===== src/rtl/accumulator_feeder.sv =====
// Feeds queued increments to an accumulator as spaced single-cycle sample pulses
// and tracks a shadow running total. Optional acc_out comparator: FEEDER_CHECK_EN.
module accumulator_feeder #(
    parameter int WIDTH = 26,
    parameter int DEPTH = 4,
    parameter int GAP   = 2
) (
    input  logic             clk,
    input  logic             GlobalReset,
    input  logic             push,
    input  logic [WIDTH-1:0] push_data,
    output logic             full,
    output logic             overflow,
    output logic             sample,
    output logic [WIDTH-1:0] increment,
    output logic             busy,
    output logic [WIDTH-1:0] expected,
    input  logic [WIDTH-1:0] acc_out,
    output logic             mismatch
);

    localparam int AW = $clog2(DEPTH);
    localparam int CW = AW + 1;
    localparam int GW = (GAP > 1) ? $clog2(GAP) : 1;
    localparam logic [CW-1:0] DEPTH_C  = CW'(DEPTH);
    localparam logic [GW-1:0] GAP_LOAD = GW'(GAP - 1);

    typedef enum logic [1:0] {S_IDLE, S_ISSUE, S_WAIT} state_t;

    logic [WIDTH-1:0] mem [DEPTH];
    logic [AW-1:0]    wr_ptr_reg;
    logic [AW-1:0]    rd_ptr_reg;
    logic [CW-1:0]    count_reg;
    state_t           state_reg;
    logic [GW-1:0]    gap_reg;
    logic             sample_reg;
    logic [WIDTH-1:0] increment_reg;
    logic [WIDTH-1:0] expected_reg;
    logic             overflow_reg;

    logic push_ok;
    logic gap_done;
    logic pop;

    // Acceptance and pop both look at the registered count, so a push into a
    // full FIFO is dropped even when a pop frees a slot in the same cycle.
    assign push_ok  = push && (count_reg != DEPTH_C);
    assign gap_done = (state_reg == S_WAIT) && (gap_reg == '0);
    assign pop      = (count_reg != '0) && ((state_reg == S_IDLE) || gap_done);

    always_ff @(posedge clk) begin
        if (push_ok) begin
            mem[wr_ptr_reg] <= push_data;
        end
    end

    always_ff @(posedge clk) begin
        if (GlobalReset) begin
            wr_ptr_reg    <= '0;
            rd_ptr_reg    <= '0;
            count_reg     <= '0;
            state_reg     <= S_IDLE;
            gap_reg       <= '0;
            sample_reg    <= 1'b0;
            increment_reg <= '0;
            expected_reg  <= '0;
            overflow_reg  <= 1'b0;
        end else begin
            if (push_ok) begin
                wr_ptr_reg <= wr_ptr_reg + 1'b1;
            end
            if (pop) begin
                rd_ptr_reg <= rd_ptr_reg + 1'b1;
            end
            case ({push_ok, pop})
                2'b10:   count_reg <= count_reg + 1'b1;
                2'b01:   count_reg <= count_reg - 1'b1;
                default: count_reg <= count_reg;
            endcase
            if (push && !push_ok) begin
                overflow_reg <= 1'b1;
            end

            sample_reg <= 1'b0;
            case (state_reg)
                S_IDLE: begin
                    if (pop) begin
                        increment_reg <= mem[rd_ptr_reg];
                        sample_reg    <= 1'b1;
                        state_reg     <= S_ISSUE;
                    end
                end
                S_ISSUE: begin
                    expected_reg <= expected_reg + increment_reg;
                    gap_reg      <= GAP_LOAD;
                    state_reg    <= S_WAIT;
                end
                S_WAIT: begin
                    if (gap_reg == '0) begin
                        if (pop) begin
                            increment_reg <= mem[rd_ptr_reg];
                            sample_reg    <= 1'b1;
                            state_reg     <= S_ISSUE;
                        end else begin
                            state_reg <= S_IDLE;
                        end
                    end else begin
                        gap_reg <= gap_reg - 1'b1;
                    end
                end
                default: state_reg <= S_IDLE;
            endcase
        end
    end

    assign full      = (count_reg == DEPTH_C);
    assign overflow  = overflow_reg;
    assign sample    = sample_reg;
    assign increment = increment_reg;
    assign expected  = expected_reg;
    assign busy      = (state_reg != S_IDLE) || (count_reg != '0);

`ifdef FEEDER_CHECK_EN
    logic mismatch_reg;

    // The last gap cycle is the first point where acc_out reflects the pulse.
    always_ff @(posedge clk) begin
        if (GlobalReset) begin
            mismatch_reg <= 1'b0;
        end else if (gap_done && (acc_out != expected_reg)) begin
            mismatch_reg <= 1'b1;
        end
    end

    assign mismatch = mismatch_reg;
`else
    logic acc_out_unused;

    assign acc_out_unused = ^acc_out;
    assign mismatch       = 1'b0;
`endif

endmodule


===== config.mk =====
export PLATFORM = sky130hd
export DESIGN_NAME = accumulator_feeder
export DESIGN_NICKNAME = d
export VERILOG_FILES = /design/src/rtl/accumulator_feeder.sv
export SDC_FILE = /design/constraint.sdc
export NUM_CORES = 1
export LEC_CHECK = 0
export BUFFER_PORTS_ARGS = -buffer_cell sky130_fd_sc_hd__buf_2
export CAP_MARGIN = 20
export CORE_MARGIN = 2
export CORE_UTILIZATION = 52
export DETAILED_ROUTE_END_ITERATION = 8
export PLACE_DENSITY = 0.88
export SYNTH_ARGS = -nofsm -noshare
export SYNTH_HDL_FRONTEND = slang
export SYNTH_SLANG_ARGS = --single-unit

===== constraint.sdc =====
create_clock -name clk -period 2.2 [get_ports clk]
set_input_delay 0.11 -clock clk [delete_from_list [all_inputs] [get_ports clk]]
set_output_delay 0.11 -clock clk [all_outputs]
set_load 0.02 [all_outputs]

# After elaboration in Yosys (flattened, before gate mapping)
# Memory sizes are Yosys's and may differ from the RTL's. A register that Yosys moved wholly into a read port is not among the register bits.
# Index checks and enable logic that the tools add are counted.
# op_classes
n_mux,17
eq_ne,8
bitwise,1
add_sub_neg,6
n_reduce_logical,15
# op_table
op,n
2-to-1 mux 26 bit,2
case mux 26 bit (2 select lines),1
adder 26 bit,1
2-to-1 mux 2 bit,4
nonzero test 2 bit,4
2-to-1 mux 1 bit,6
case mux 2 bit (3 select lines),1
case mux 3 bit (2 select lines),1
"adder 2 x 1 -> 2 bit, second input constant",2
"equality test 2 x 1 -> 1 bit, second input constant",2
"equality test 2 bit, second input constant",2
logical AND 1 bit,4
"!= test 2 bit, second input constant",2
case mux 1 bit (2 select lines),2
AND reduction 2 bit,2
"adder 3 x 1 -> 3 bit, second input constant",1
"equality test 3 bit, second input constant",1
"!= test 3 bit, second input constant",1
nonzero test 3 bit,1
"subtractor 3 x 1 -> 3 bit, second input constant",1
logical NOT 2 bit,1
logical OR 1 bit,2
logical NOT 1 bit,1
inverter 1 bit,1
"subtractor 1 bit, second input constant",1
# word_totals
inputBits,55
output_inout_bits,57
ram_bits,104
elab_cells,57
register_bits,64
n_memories,1
# memory_table
memory,words,word_bits,rd,rd_clocked_by_memory_dff,write_ports,line,source
mem,4,26,1,1,1,30,logic [WIDTH-1:0] mem [DEPTH];

# Longest topological paths before layout
# depth
word_depth,7
ltp_mapped,11
ltp_nobuf,11

# Worst setup path before layout
# Ideal clock, no wire load.
# synth_path
path_type,register to register
from,register expected_reg[0] (netlist: expected[0])
to,register expected_reg[16] (netlist: expected[16])
slack_ns,-0.150
n_path_buf,0
stages_incl_launch_ff,11
period_less_slack_ns,2.350
setup_time_ns,0.079
t_required_ns,2.121
arrival_time_ns,2.271
cell_sequence,dfxtp_1 ha_1 inv_1 fa_1 nor2b_1 o2111ai_1 nand3_1 a31oi_2 o21a_2 or4_1 o211ai_1
# synth_between
elab_chain_len,1
# synth_lines
element,line,source
"start, declared",38,logic [WIDTH-1:0] expected_reg;
"start signal, assigned",94,expected_reg <= expected_reg + increment_reg;
adder 26 bit,94,
# No other way between the ends.
# A chain may end at the register's enable or synchronous reset.

# Worst setup path in the final report
# layout_path
from,register increment_reg[0] (netlist: increment[0])
to,register expected_reg[16] (netlist: expected[16])
# layout_between
elab_chain_len,1
# layout_lines
element,line,source
"start, declared",37,logic [WIDTH-1:0] increment_reg;
"start signal, assigned",88,increment_reg <= mem[rd_ptr_reg];
"start signal, assigned",101,increment_reg <= mem[rd_ptr_reg];
adder 26 bit,94,
# No other way between the ends.

==> summary.md <==
| Metric | Value |
|---|---|
| Outcome | `finished with violations` |
| Failing checks | `negative setup slack` |
| CP endpoint kind | `register` |
| Fmax | `447 MHz` |
| Mean Syn Cell Area | `12.4 µm²` |
| Register area share after synthesis | `57.4%` |
| Setup Crit Path Kind | `register to register` |
| Hold WC Path Type | `input pin to register` |
| Post-synthesis cell area | `7750 µm²` |
| Port bufs | `84` |
| Final Hold Violating Endpoints | `0` |
| Starting DRC count in detailed routing | `555` |
| Max IR drop VDD | `0.621 mV` |
| Total vias in the final route | `5689` |
| Total of max-cap violations | `0` |
| Hold path cells | `2` |
| Syn nets | `719` |
| R2r setup slk | `-40 ps` |
| FILL cells | `995` |
| Setup violators final | `3` |
| Arrival @ worst endpoint | `2590 ps` |
| Distinct cell type count after synthesis | `62` |
| Hold WS | `103 ps` |
| Area growth syn-to-layout | `27.3%` |
| Clock Path Buffers | `2` |
| Drc violations | `0` |
| N_diodes | `0` |
| Site row count | `44` |
| Worst R2R End | `expected[16]` |
| Worst-skew pair later-pin latency | `430 ps` |
| Sink of the worst hold path | `increment[19]` |
| H-tree lvl count | `4` |
| Commonest non-fill, non-tap cells in the layout | `104 x edfxtp_1, 87 x nand2_1, 84 x buf_2` |
| Vias in the first global route | `5688` |
| First-pass GRT wire length | `29.9 mm` |
| Vias per inst | `5.73` |
| Clk sinks | `170` |
| LEAKAGE | `3.84 nW` |
| Crit path launch type | `register` |
| CP required | `2550 ps` |
| Global route overflow | `0` |
| Unrepaired setup endpoints after global routing | `true` |
| R2r startpoint | `increment[0]` |
| Total Power | `12.1 mW` |
| Final std cells w/o fill | `992` |
| Top_reg_cell synth | `edfxtp_1` |
| Cell count of the worst reg-to-reg path | `10` |
| Share of the synthesized area in the top cell type | `40.3%` |
| CTS buffer count | `17` |
| First-pass DRT Iterations | `5` |
| GP Congestion | `0.899` |
| Fin nets | `887` |
| Starting Density | `53.3%` |
| Cell Pwr Density | `1230 nW/µm²` |
| Min Tclk post-route | `2240 ps` |
| Commonest non-fill, non-tap cell in the layout | `edfxtp_1` |
| DIE HEIGHT | `126 µm` |
| Core Util, Final | `67.8%` |
| Setup TNS | `-75.4 ps` |
| Final clock skew | `9.05 ps` |
| Layout cells sized above 1 | `33.5%` |
| EDFF count, synth | `104` |
| Synth area leader | `edfxtp_1` |
| Number of flip-flops in the largest register | `104` |
| HPWL Detailed | `12.4 mm` |
| Post-DR wirelength/cell | `19.1 µm` |
| Post-route ant nets | `0` |
| Chip width | `126 µm` |
| Slack of the critical path | `-39.2 ps` |
| Gr usage total | `24.2%` |
| CTS tree | `done` |
| Clk slew on worst S/H paths | `70 ps` |
| Dpl cells | `926` |
| Total number of yosys warnings | `0` |
| Synth Instances | `627` |
| Largest net degree at the start of global routing | `39` |
| CP Max Fanout | `4` |
| HP Start | `GlobalReset` |
| Die area | `15900 µm²` |
| I/O Pins | `112` |
| #FFs+latches synth | `170` |
| Max Slew Vio Count | `0` |
| Synth area leaders | `edfxtp_1 40%, dfxtp_1 17%, mux4_2 7.6%, ha_1 5.7%, nand2_1 4.3%` |
| Routed WL | `18.9 mm` |
| Share of flip-flops with an asynchronous set or reset | `0%` |
| Initial antenna violation count | `0` |
| Final worst path period share | `102%` |
| Clock root buffer | `clkbuf_16` |
| Core ar. | `14500 µm²` |
-- worst max-delay path by stage --
stage	end	depth (start not counted)	slack (ps)	start
2_1_floorplan	expected[24]	8	10	expected[17]
3_3_place_gp	expected[16]	10	-30	increment[0]
3_5_place_dp	expected[16]	10	-80	increment[0]
4_1_cts	expected[16]	10	-60	increment[0]
5_1_grt	expected[25]	9	-120	expected[4]
6_report	expected[16]	10	-40	increment[0]
-- metal layers --
metal  global-route usage (%)  wire [µm]
met1                     30.7       7790
met2                     40.1       9310
met3                     5.48       1150
met4                     10.7        661
met5                        0          0
-- report_power, final --
| group | internal, mW | switching, mW |
|---|---|---|
| Combinational | 2.10 | 2.84 |
| Clock | 1.44 | 1.25 |
| Sequential | 4.01 | 0.440 |
| Total | 7.56 | 4.53 |
-- layout make-up --
cell class	count	area [µm²]	area share (%)
Inverter	16	60.1	0.609
Sequential cell	170	4470	45.3
Timing Repair Buffer	180	1290	13.1
Clock buffer	18	429	4.35
Tap cell	184	230	2.33
Clock inverter	14	93.8	0.952
Multi-Input combinational cell	410	3290	33.4
-- synth_stat cells, types with 3 or more instances --
library cell / instances
a211oi_1: 5
a21o_1: 7
a21oi_1: 60
a31oi_1: 9
and2_1: 4
and3_1: 5
and4_1: 3
buf_2: 6
clkbuf_1: 16
dfxtp_1: 66
edfxtp_1: 104
ha_1: 35
inv_1: 16
mux2i_1: 11
mux4_2: 26
nand2_1: 88
nand2b_1: 3
nand3_1: 8
nor2_1: 42
nor2b_1: 6
nor3_1: 7
o2111ai_1: 3
o211ai_1: 5
o21a_1: 4
o21ai_0: 19
or3_1: 3
xnor2_1: 16
xor2_1: 6
-- cell families after synthesis --
logic type	count (synthesis)	share of synthesized area [%]
multiplexers	39	9.27
buffers and inverters	47	2.96
adder cells (fa/ha/maj)	37	6.17
AO/OA/AOI/OAI	133	11.5
other	1	0.0484
flip-flops	170	57.4
AND/OR/NAND/NOR	178	10.2
XOR/XNOR	22	2.49
-- through the flow --
step	setup slack [ps]	area, µm²
2_1_floorplan	12.9	7770
3_3_place_gp	-33.3	8800
3_5_place_dp	-76.7	8800
4_1_cts	-63.0	9670
5_1_grt	-117	9860
6_report	-39.2	9860
-- worst max-delay path, stage by stage (launching register included) --
cell and delay [ps]:
dfxtp_4 360, ha_4 130, inv_2 30, fa_2 370, nor2b_4 160, o2111ai_4 130, nand3_2 140, a31oi_4 100
o21a_2 240, or4_1 400, o211ai_1 100
-- timing repair --
action	in CTS	in global routing
resized for setup	13	35
pin swaps	3	16
endpoints found under the hold margin	105	0
setup buffers	3	4
setup endpoints to repair	6	14
cloned	0	0
hold buffers	27	0
Power figures use the tool's default switching activity.
